## src/rtl/game_flow_pkg.sv

```systemverilog
// Package: game_flow_pkg
// Shared types and constants for the dungeon game-flow sequencer.
//   flow_state_t  : the nine game-flow states
//   KEY_ENTER     : HID code for Enter (leaves the title screen)
//   KEY_R         : HID code for R (restarts after win/death)
//   HEALTH_W      : width of the player health counter
//   FRAME_CNT_W   : width of the frame-tick counter
//   key_match()   : true when either byte of a two-byte keycode equals a key
package game_flow_pkg;

   localparam int HEALTH_W    = 3;
   localparam int FRAME_CNT_W = 8;

   localparam logic [7:0] KEY_ENTER = 8'h28;
   localparam logic [7:0] KEY_R     = 8'h15;

   typedef enum logic [3:0] {
      ST_INIT,
      ST_LVL1,
      ST_DOOR1,
      ST_LVL2,
      ST_DOOR2,
      ST_LVL3,
      ST_DOOR3,
      ST_WIN,
      ST_DEAD
   } flow_state_t;

   function automatic logic key_match(input logic [15:0] keycode, input logic [7:0] key);
      return (keycode[15:8] == key) || (keycode[7:0] == key);
   endfunction

endpackage

```

## src/rtl/frame_tick_gen.sv

```systemverilog
// Module: frame_tick_gen
// Turns the vsync-rate frame_clk strobe into a single-cycle frame tick in the
// Clk domain and runs one clearable, loadable frame-tick counter on it.
// The counter counts up (saturating at all-ones) or down (stopping at zero),
// advancing only on frame ticks.
// Ports:
//   Clk, Reset   in   clock, synchronous active-high reset
//   frame_clk    in   vsync-rate strobe
//   clr          in   clear counter to 0 (highest priority after Reset)
//   load         in   load counter with load_val
//   load_val     in   FRAME_CNT_W value to load
//   count_down   in   1: count down on ticks, 0: count up on ticks
//   count        out  FRAME_CNT_W counter value
module frame_tick_gen
   import game_flow_pkg::*;
(
   input  logic                   Clk,
   input  logic                   Reset,
   input  logic                   frame_clk,
   input  logic                   clr,
   input  logic                   load,
   input  logic [FRAME_CNT_W-1:0] load_val,
   input  logic                   count_down,
   output logic [FRAME_CNT_W-1:0] count
);

   localparam logic [FRAME_CNT_W-1:0] CNT_ONE = FRAME_CNT_W'(1);

   logic frame_clk_q;
   logic frame_tick;

   always_ff @(posedge Clk) begin
      if (Reset) frame_clk_q <= 1'b0;
      else       frame_clk_q <= frame_clk;
   end

   // Rising edge of frame_clk, one Clk cycle wide.
   assign frame_tick = frame_clk & ~frame_clk_q;

   always_ff @(posedge Clk) begin
      if (Reset || clr) begin
         count <= '0;
      end else if (load) begin
         count <= load_val;
      end else if (frame_tick) begin
         if (count_down) begin
            if (count != '0) count <= count - CNT_ONE;
         end else if (count != '1) begin
            count <= count + CNT_ONE;
         end
      end
   end

endmodule

```

## src/rtl/dungeon_flow_ctrl.sv

```systemverilog
// Module: dungeon_flow_ctrl
// Game-flow sequencer: title -> level 1..3 with door transitions -> win, or
// death screen when health runs out. Drives one-hot level/door enables, owns
// the player health counter and emits a one-cycle soft_reset on restart.
// Optional feature macro: DMG_INVULN_EN (hit immunity for INVULN_FRAMES ticks
// after each accepted hit). Default build has no immunity.
// Ports:
//   Clk, Reset      in   clock, synchronous active-high reset
//   frame_clk       in   vsync-rate strobe
//   keycode[15:0]   in   two HID key bytes
//   finish[2:0]     in   level n+1 cleared
//   hit[2:0]        in   player struck in level n+1
//   level_active    out  one-hot running level
//   door_active     out  one-hot door transition after level n+1
//   initial_frame   out  title screen
//   final_frame     out  win screen
//   game_over       out  death screen
//   soft_reset      out  one-cycle restart pulse
//   active_key      out  any key byte nonzero
//   Health[2:0]     out  current health
module dungeon_flow_ctrl
   import game_flow_pkg::*;
#(
   parameter logic [7:0]          START_KEY     = KEY_ENTER,
   parameter logic [7:0]          RESTART_KEY   = KEY_R,
   parameter int                  DOOR_FRAMES   = 60,
   parameter logic [HEALTH_W-1:0] HEALTH_MAX    = 3'd7,
   parameter int                  INVULN_FRAMES = 30
) (
   input  logic                Clk,
   input  logic                Reset,
   input  logic                frame_clk,
   input  logic [15:0]         keycode,
   input  logic [2:0]          finish,
   input  logic [2:0]          hit,
   output logic [2:0]          level_active,
   output logic [2:0]          door_active,
   output logic                initial_frame,
   output logic                final_frame,
   output logic                game_over,
   output logic                soft_reset,
   output logic                active_key,
   output logic [HEALTH_W-1:0] Health
);

   localparam logic [FRAME_CNT_W-1:0] DOOR_LAST   = FRAME_CNT_W'(DOOR_FRAMES);
   localparam logic [FRAME_CNT_W-1:0] INVULN_LOAD = FRAME_CNT_W'(INVULN_FRAMES);
   localparam logic [HEALTH_W-1:0]    HEALTH_ONE  = HEALTH_W'(1);

   flow_state_t state, next_state;

   logic [FRAME_CNT_W-1:0] cnt;
   logic                   in_lvl, in_door;
   logic                   hit_sel, hit_ok;
   logic                   cnt_clr, cnt_load;
   logic [2:0]             level_d, door_d;
   logic                   initial_d, final_d, over_d, soft_d;

   // The door counter and the invuln counter are never live in the same
   // state, so a single counter serves both and is cleared on every state
   // change.
   frame_tick_gen u_tick (
      .Clk        (Clk),
      .Reset      (Reset),
      .frame_clk  (frame_clk),
      .clr        (cnt_clr),
      .load       (cnt_load),
      .load_val   (INVULN_LOAD),
      .count_down (in_lvl),
      .count      (cnt)
   );

   always_ff @(posedge Clk) begin
      if (Reset) state <= ST_INIT;
      else       state <= next_state;
   end

   always_comb begin
      next_state = state;
      in_lvl     = 1'b0;
      in_door    = 1'b0;
      hit_sel    = 1'b0;
      unique case (state)
         ST_INIT:  if (key_match(keycode, START_KEY)) next_state = ST_LVL1;
         ST_LVL1: begin
            in_lvl  = 1'b1;
            hit_sel = hit[0];
            if (Health == '0)   next_state = ST_DEAD;
            else if (finish[0]) next_state = ST_DOOR1;
         end
         ST_LVL2: begin
            in_lvl  = 1'b1;
            hit_sel = hit[1];
            if (Health == '0)   next_state = ST_DEAD;
            else if (finish[1]) next_state = ST_DOOR2;
         end
         ST_LVL3: begin
            in_lvl  = 1'b1;
            hit_sel = hit[2];
            if (Health == '0)   next_state = ST_DEAD;
            else if (finish[2]) next_state = ST_DOOR3;
         end
         ST_DOOR1: begin
            in_door = 1'b1;
            if (Health == '0)        next_state = ST_DEAD;
            else if (cnt == DOOR_LAST) next_state = ST_LVL2;
         end
         ST_DOOR2: begin
            in_door = 1'b1;
            if (Health == '0)        next_state = ST_DEAD;
            else if (cnt == DOOR_LAST) next_state = ST_LVL3;
         end
         ST_DOOR3: begin
            in_door = 1'b1;
            if (Health == '0)        next_state = ST_DEAD;
            else if (cnt == DOOR_LAST) next_state = ST_WIN;
         end
         ST_WIN, ST_DEAD: if (key_match(keycode, RESTART_KEY)) next_state = ST_INIT;
         default:  next_state = ST_INIT;
      endcase

`ifdef DMG_INVULN_EN
      hit_ok   = hit_sel && (cnt == '0);
      cnt_clr  = (next_state != state) || !(in_door || in_lvl);
      cnt_load = in_lvl && hit_ok;
`else
      hit_ok   = hit_sel;
      cnt_clr  = (next_state != state) || !in_door;
      cnt_load = 1'b0;
`endif

      // Outputs are registered from the next state so they line up with
      // the state register without an extra cycle.
      level_d   = 3'b000;
      door_d    = 3'b000;
      initial_d = 1'b0;
      final_d   = 1'b0;
      over_d    = 1'b0;
      unique case (next_state)
         ST_INIT:  initial_d = 1'b1;
         ST_LVL1:  level_d   = 3'b001;
         ST_LVL2:  level_d   = 3'b010;
         ST_LVL3:  level_d   = 3'b100;
         ST_DOOR1: door_d    = 3'b001;
         ST_DOOR2: door_d    = 3'b010;
         ST_DOOR3: door_d    = 3'b100;
         ST_WIN:   final_d   = 1'b1;
         ST_DEAD:  over_d    = 1'b1;
         default:  initial_d = 1'b1;
      endcase
      soft_d = ((state == ST_WIN) || (state == ST_DEAD)) && (next_state == ST_INIT);
   end

   always_ff @(posedge Clk) begin
      if (Reset) begin
         level_active  <= 3'b000;
         door_active   <= 3'b000;
         initial_frame <= 1'b1;
         final_frame   <= 1'b0;
         game_over     <= 1'b0;
         soft_reset    <= 1'b0;
      end else begin
         level_active  <= level_d;
         door_active   <= door_d;
         initial_frame <= initial_d;
         final_frame   <= final_d;
         game_over     <= over_d;
         soft_reset    <= soft_d;
      end
   end

   // Loading on the transition into INIT (not only while in it) means a
   // restarted run shows full health on its first title-screen cycle.
   always_ff @(posedge Clk) begin
      if (Reset || (next_state == ST_INIT)) begin
         Health <= HEALTH_MAX;
      end else if (hit_ok && (Health != '0)) begin
         Health <= Health - HEALTH_ONE;
      end
   end

   assign active_key = |keycode;

endmodule

```

## config.mk

```make
export PLATFORM = sky130hd
export DESIGN_NAME = dungeon_flow_ctrl
export DESIGN_NICKNAME = d
export VERILOG_FILES = /design/src/rtl/game_flow_pkg.sv /design/src/rtl/frame_tick_gen.sv /design/src/rtl/dungeon_flow_ctrl.sv
export SDC_FILE = /design/constraint.sdc
export NUM_CORES = 1
export LEC_CHECK = 0
export CORE_MARGIN = 2
export CORE_UTILIZATION = 50
export DETAILED_ROUTE_END_ITERATION = 10
export GPL_ROUTABILITY_DRIVEN = 1
export PLACE_DENSITY = 0.79
export SLEW_MARGIN = 20
export SYNTH_ARGS = -nofsm -noshare
export SYNTH_HDL_FRONTEND = slang
export SYNTH_HIERARCHICAL = 1
export SYNTH_SLANG_ARGS = --single-unit
export TNS_END_PERCENT = 100
```

## constraint.sdc

```tcl
create_clock -name Clk -period 3 [get_ports Clk]
set_input_delay 0.75 -clock Clk [delete_from_list [all_inputs] [get_ports Clk]]
set_output_delay 0.75 -clock Clk [all_outputs]
set_load 0.005 [all_outputs]
```

==> results of run 1 <==
## metrics by stage
stage | cell area (sq um) | hold slack [ps] | power (mW) | utilization [%] | worst slack (ps)
after detailed placement | 2230 | 551 | 0.424 | 66.9 | -114
after CTS | 2280 | 590 | 0.660 | 68.4 | 78.8
after floorplan | 1780 | 532 | 0.383 | - | 353
final | 2280 | 584 | 0.660 | 68.4 | 84.7
after global placement | 2230 | 548 | 0.424 | 66.9 | -106
after global routing | 2280 | 628 | 0.688 | 68.4 | 47.6
## registers in the layout (all words and copies together), names as in the netlist
name,flops
Health,3
u_tick/frame_clk_q,1
game_over,1
final_frame,1
soft_reset,1
door_active,3
level_active,3
initial_frame,1
state,4
u_tick/count,8
## placed cells by master, fill, tap and decap left out, types with 2 or more instances in the layout
master            n
a22oi_1           2
ha_1              8
o21ai_0          13
nor2b_1           5
nor4b_1           3
o2111a_1          2
or4_4             2
o21a_1            3
xor2_1            3
nor3_2            2
a31oi_1           2
mux2i_1           5
buf_4             8
or2_2             3
conb_1           13
nor3_1            6
clkbuf_4          3
o211ai_1          2
nand2_1           9
nand2b_1          4
clkdlybuf4s50_1  37
nor4_1            3
or4_1             2
and3_1            3
nand4b_1          4
a21oi_1          16
a311oi_1          2
nand4_1           7
or3_1             2
inv_1            10
xnor2_1           4
nand3_1           8
nor2_1           19
dfxtp_1          26
## metal layers
| layer | up-vias | global-route usage [%] | share of wire [%] |
|---|---|---|---|
| met2 | 28 | 39.5 | 51 |
| met4 | 0 | 7.78 | 1.7 |
| li1 | 877 | - | - |
| met5 | - | 0 | 0 |
| met3 | 9 | 4.14 | 3.4 |
| met1 | 796 | 24.6 | 44 |
## cells by family after synthesis
family / count (synthesis) / share of synthesized area (%)
simple gates: 90 / 31.1
mux: 5 / 2.88
other cells: 2 / 0.433
flops: 26 / 30.0
fa+ha+maj: 9 / 6.92
xor+xnor: 7 / 3.53
compound gates: 54 / 20.5
buf+inv: 17 / 4.69
## tightest hold or removal path: stages (launching register included)
cell and delay (ps):
dfxtp_1 400, xor2_1 90, o211ai_1 80
## worst min path at each step
stage | start | to | depth (start not counted)
after floorplan | u_tick/count[1]$_SDFFE_PP0P_ | u_tick/count[1]$_SDFFE_PP0P_ | 2
after global placement | Health[2]$_SDFFE_PP1P_ | Health[2]$_SDFFE_PP1P_ | 2
after detailed placement | Health[2]$_SDFFE_PP1P_ | Health[2]$_SDFFE_PP1P_ | 2
after CTS | Health[2]$_SDFFE_PP1P_ | Health[2]$_SDFFE_PP1P_ | 2
after global routing | Health[2]$_SDFFE_PP1P_ | Health[2]$_SDFFE_PP1P_ | 2
final | Health[2]$_SDFFE_PP1P_ | Health[2]$_SDFFE_PP1P_ | 2
## final cells by class
cell class,count,share of cell area (%)
clock buffers,3,0.987
flip-flops and latches,26,22.8
multi-input cells,178,51.5
clock inverters,1,1.32
well taps,46,2.52
repair buffers,46,19.2
inverters,10,1.64
## report_power, final
group | total [mW] | internal, mW | switching (mW)
sequential | 0.347 | 0.347 | 0.000740
clock | 0.241 | 0.135 | 0.106
combinational | 0.0711 | 0.0418 | 0.0294
==> impl_metrics.ini, run 1 <==
[outcome]
outcome = completed

[clock_tree]
cts-hold-fix-buffers = 0
cts_buffer_depth = 2
postCtsSetupBuffers = 0
cts_root_buf = clkbuf_4
htreeDepth = 1
cts_tree = done
cts_buffers = 3
clk_latency_ps = 330
clkSlewWorstSetupHoldPaths_ps = 150
cts_resized = 1
cts_num_sinks = 26

[critical_path]
worstPathRequired_ps = 2250
setup.worst_path.start = keycode[0]
worstReg2RegEnd = u_tick/count[1]$_SDFFE_PP0P_
path_class = in2out
startpoint_type = primary input
critPathBufInv = 2
crit_path_end_kind = output pin
worst-path-stages = 5
cp_data_arrival_time_ps = 2170
crit_path_end = active_key
crit_chain = clkdlybuf4s50_1, or4_4, nor2_1, nand4_1, dlygate4sd2_1
crit_family = simple AND/OR/NAND/NOR gates
regToRegSetupSlack_ps = 500
crit_slowest_cell = or4_4
crit_fanout = 2
max_stage_delay_ps = 540
reg2reg_from = Health[0]$_SDFFE_PP1P_
r2r_cells = 10

[placed_design]
hpwl_um = 3230
place.gp.congestion = 0.840
post-place-cells = 306
io_buffers = 38

[routing]
drt_iter0_drc = 93
vias = 1710
wl_per_cell_um = 13.1
finalWirelength_um = 4060
viasPerCell = 5.52
antenna_left = 0
drtPass1Iterations = 4
post-route-drc-count = 0

[timing]
timing.final.crit_period_ps = 2920
finalMaxSlewViolations = 0
max_freq_mhz = 343
finalCritPeriodShare_pct = 97.2
fin_tns_setup_ps = 0
hold_viol_final = 0
rsz0062_at_grt = false
setup_viol = 0
fin_skew_ps = 10.2

[global_route]
grt_max_degree = 16
grt_overflow = 0
antenna_found_initial = 0
grt_first_pass_wirelength_um = 6950
grt_use_total_pct = 21.6
grt_pass1_vias = 1625

[power_and_ir_drop]
peakVddDrop_mv = 0.200
powerDensity_nw_per_um2 = 289
leakagePower_nw = 0.878

[logic_synthesis]
synth_cells = 210
syn-mean-instance-area_sq_um = 8.26
yosys-top-cells-count = 26 x dfxtp_1, 19 x nor2_1, 16 x a21oi_1
ys_seq_elements = 26
yosysUniqueCellTypes = 56
ys_warn_count = 6
synthTopCellsByArea = dfxtp_1 30%, ha_1 5.8%, a21oi_1 4.6%, nor2_1 4.1%, o21ai_0 3.7%
synth_seq_area_share_pct = 30.0
yosysTopAreaCellShare_pct = 30.0
synth_ff_type = dfxtp_1
yosys.area.top_type = dfxtp_1
synth-edff-count = 0
synth_area_sq_um = 1740
synth_most_common_cell = dfxtp_1
async_flop_share_pct = 0

[floorplanning]
rows = 21
die_h_um = 62.9
core-area_sq_um = 3340
boundaryPins = 39
die_area_sq_um = 3960
start_util_pct = 52.0
die_w_um = 62.9

[final_layout]
areaGrowthSynthToFinish_pct = 31.5
nFillCells = 298
final_cells = 310
n_antenna_cell = 0
register_area_sq_um = 520
nNetsFinal = 299
drive_gt1_share_pct = 9.47
multiInputGateArea_sq_um = 1170

[job]
cap_violations = 0

[min_path]
hold_class = reg2reg
Note: power is estimated with default switching activity, not from simulation.
==> run 2, diff against run 1 <==
--- a/config.mk
+++ b/config.mk
@@ -5,11 +5,13 @@
 export SDC_FILE = /design/constraint.sdc
 export NUM_CORES = 1
 export LEC_CHECK = 0
-export CORE_MARGIN = 2
-export CORE_UTILIZATION = 50
+export ABC_AREA = 1
+export CORE_MARGIN = 8
+export CORE_UTILIZATION = 52
 export DETAILED_ROUTE_END_ITERATION = 10
 export GPL_ROUTABILITY_DRIVEN = 1
-export PLACE_DENSITY = 0.79
+export GPL_TIMING_DRIVEN = 0
+export PLACE_DENSITY = 0.8
 export SLEW_MARGIN = 20
 export SYNTH_ARGS = -nofsm -noshare
 export SYNTH_HDL_FRONTEND = slang
==> run 2 against run 1 <==
  * Fmax is 1.5% higher
  * Via count is 24% higher
  * Sequential power hardly changed
  * Clock power is 20% higher
  * Register-to-register slack better by 20 ps
  * Critical path depth is 1 higher
  * Flip-flop and latch count stayed put
  * Global-route usage is 6.0 points lower
  * Hold slack worse by 54 ps
  * Clock-buffer cell count stayed put
  * Sequential share of layout area is 2.9 points lower
  * Final cell count is 46% higher
  * Critical path type unchanged
  * Critical endpoint unchanged
==> impl_metrics.ini, run 2 <==
[routing]
drtPass1Iterations = 4
drt_iter0_drc = 113
finalWirelength_um = 4570
antenna_left = 0
viasPerCell = 4.68
vias = 2125
wl_per_cell_um = 10.1
post-route-drc-count = 0

[critical_path]
crit_chain = clkdlybuf4s50_1, inv_1, nand2_1, nor4_1, nand3_1, clkdlybuf4s50_1
critPathBufInv = 3
crit_slowest_cell = clkdlybuf4s50_1
cp_data_arrival_time_ps = 2120
crit_path_end_kind = output pin
worstPathRequired_ps = 2250
max_stage_delay_ps = 470
crit_fanout = 2
crit_family = buffers and inverters
path_class = in2out
cpMostUsedCell = clkdlybuf4s50_1
startpoint_type = primary input

[logic_synthesis]
synth-edff-count = 0
synth_most_common_cell = nand2_1
synth_cells = 352
synthAdderAreaFrac_pct = 5.84
synth_xor_xnor_area_share_pct = 1.28
synth_ff_type = dfxtp_1
ys_seq_elements = 26
synth_seq_area_share_pct = 25.3
async_flop_share_pct = 0
yosys.area.top_type = dfxtp_1
yosysUniqueCellTypes = 32
yosysTopAreaCellShare_pct = 25.3
ys_warn_count = 6
syn-mean-instance-area_sq_um = 5.85
synth_mux_area_share_pct = 0
yosys-top-cells-count = 112 x nand2_1, 54 x inv_1, 52 x nor2_1
yosys.area_share.simple_pct = 48.8
synthTopCellsByArea = dfxtp_1 25%, nand2_1 20%, inv_1 9.8%, nor2_1 9.5%, nand3_1 6.3%
synth_area_sq_um = 2060
synth_top_family_by_area = simple AND/OR/NAND/NOR gates
synth_compound_area_share_pct = 5.96

[floorplanning]
core-area_sq_um = 3910
boundaryPins = 39
die_area_sq_um = 6230
rows = 23
die_w_um = 78.9
start_util_pct = 52.6
die_h_um = 78.9

[timing]
timing.final.crit_period_ps = 2870
fin_tns_setup_ps = 0
hold_viol_final = 0
setup_viol = 0
fin_skew_ps = 7.93
finalMaxSlewViolations = 0
rsz0062_at_grt = false
hold_ws_ps = 531
finalCritPeriodShare_pct = 95.8
max_freq_mhz = 348

[final_layout]
drive_gt1_share_pct = 10.6
largest_reg_flops = 8
nFillCells = 385
final_cell_mix = 112 x nand2_1, 54 x inv_1, 52 x nor2_1
final_common_cell = nand2_1
areaGrowthSynthToFinish_pct = 26.8
top_regs = u_tick/count: 8 flops, state: 4 flops
nNetsFinal = 439
n_antenna_cell = 0
top_register = u_tick/count

[global_route]
grt_overflow = 0
grt_pass1_vias = 2018
grt_max_degree = 16
grt_use_total_pct = 15.5
antenna_found_initial = 0
grt_first_pass_wirelength_um = 8180

[placed_design]
place.gp.congestion = 0.935
hpwl_um = 3870
io_buffers = 38

[clock_tree]
cts_num_sinks = 26
htreeDepth = 1
cts_buffer_depth = 2
cts_tree = done
cts_root_buf = clkbuf_8
cts_resized = 0
clk_latency_ps = 270
cts-hold-fix-buffers = 0
postCtsSetupBuffers = 0
clkSlewWorstSetupHoldPaths_ps = 90
cts_buffers = 3

[outcome]
outcome = completed

[power_and_ir_drop]
leakagePower_nw = 1.35
swShare_pct = 20.7
powerDensity_nw_per_um2 = 274
pwr-share-seq_pct = 48.5
switching_power_uw = 148
peakVddDrop_mv = 0.163
combPwrFrac_pct = 11.1
power.internal_uw = 566
pwr-share-clk_pct = 40.4

[min_path]
hold_class = reg2reg

[job]
cap_violations = 0
run 2: changes by cell type in the layout (fill, tap and decap cells not counted), moves of 7 or more:
cell | previous run | this run
nand2_1 | 9 | 112
inv_1 | 10 | 54
nor2_1 | 19 | 52
nand3_1 | 8 | 26
inv_2 | 0 | 10
nand2_2 | 0 | 10
buf_4 | 8 | 0
nor2_2 | 0 | 8
o21ai_0 | 13 | 6
run 2: final timing paths:
check / from / end / slack (ps) / cells after the start
worst max-delay path: keycode[3] / active_key / 130 / 6
worst min-delay path: Health[1]$_SDFFE_PP1P_ / Health[1]$_SDFFE_PP1P_ / 530 / 2
worst max register to register: state[3]$_SDFF_PP0_ / u_tick/count[6]$_SDFFE_PP0P_ / 520 / 15
worst min register to register: Health[1]$_SDFFE_PP1P_ / Health[1]$_SDFFE_PP1P_ / 530 / 2
run 2: logic make-up after synthesis:
logic type	after synthesis
DFF	26
buffers and inverters	66
AOI/OAI and AO/OA	22
adders and majority gates	9
other	2
and+or+nand+nor	224
xor gates and xnor gates	3
run 2: power groups by stage:
stage | registers [mW] | clock network (mW) | logic [mW]
floorplan | 0.355 | 0 | 0.0373
finish | 0.347 | 0.289 | 0.0789
global route | 0.347 | 0.312 | 0.0894
detailed placement | 0.355 | 0 | 0.0777
global placement | 0.355 | 0 | 0.0767
CTS | 0.347 | 0.295 | 0.0779
run 2: metrics by stage:
stage | util (%) | worst slack, ps | area, sq um | cells | power (mW)
final | 66.7 | 127 | 2610 | 454 | 0.714
after global placement | 64.9 | 131 | 2540 | 450 | 0.431
after detailed placement | 64.9 | 97.9 | 2540 | 450 | 0.432
after floorplan | - | 965 | 2100 | 362 | 0.392
after global routing | 66.7 | 20.1 | 2610 | 454 | 0.748
after CTS | 66.7 | 96.6 | 2610 | 454 | 0.719
run 2: worst reg2reg max path, cell delays in order, from the launching register on:
cell and delay, ps:
dfxtp_1 370, inv_2 110, nand2_2 80, nor2_2 220, nor2_2 70, inv_1 240, inv_1 180, fa_1 490
inv_1 100, nand3_1 100, nand3_1 80, nand2_1 50, nand2_1 80, nor2_1 50, nor2_1 100, nor2_1 40
run 2: metal layers:
metal / track usage [%] / vias to the layer above / part of all wire [%]
li1: - / 1160 / -
met1: 17.2 / 903 / 45
met2: 28.8 / 49 / 50
met3: 2.37 / 13 / 3.2
met4: 6.30 / 0 / 2.3
met5: 0 / - / 0
run 2: layout make-up:
| type | count | area (sq um) | area share (%) |
|---|---|---|---|
| Buffer | 2 | 17.5 | 0.671 |
| Timing Repair Buffer | 38 | 380 | 14.6 |
| Clock buffer | 3 | 41.3 | 1.58 |
| Clock inverter | 1 | 30.0 | 1.15 |
| Sequential cell | 26 | 520 | 19.9 |
| Multi-Input combinational cell | 270 | 1320 | 50.5 |
| Tap cell | 50 | 62.6 | 2.40 |
| Inverter | 64 | 240 | 9.20 |
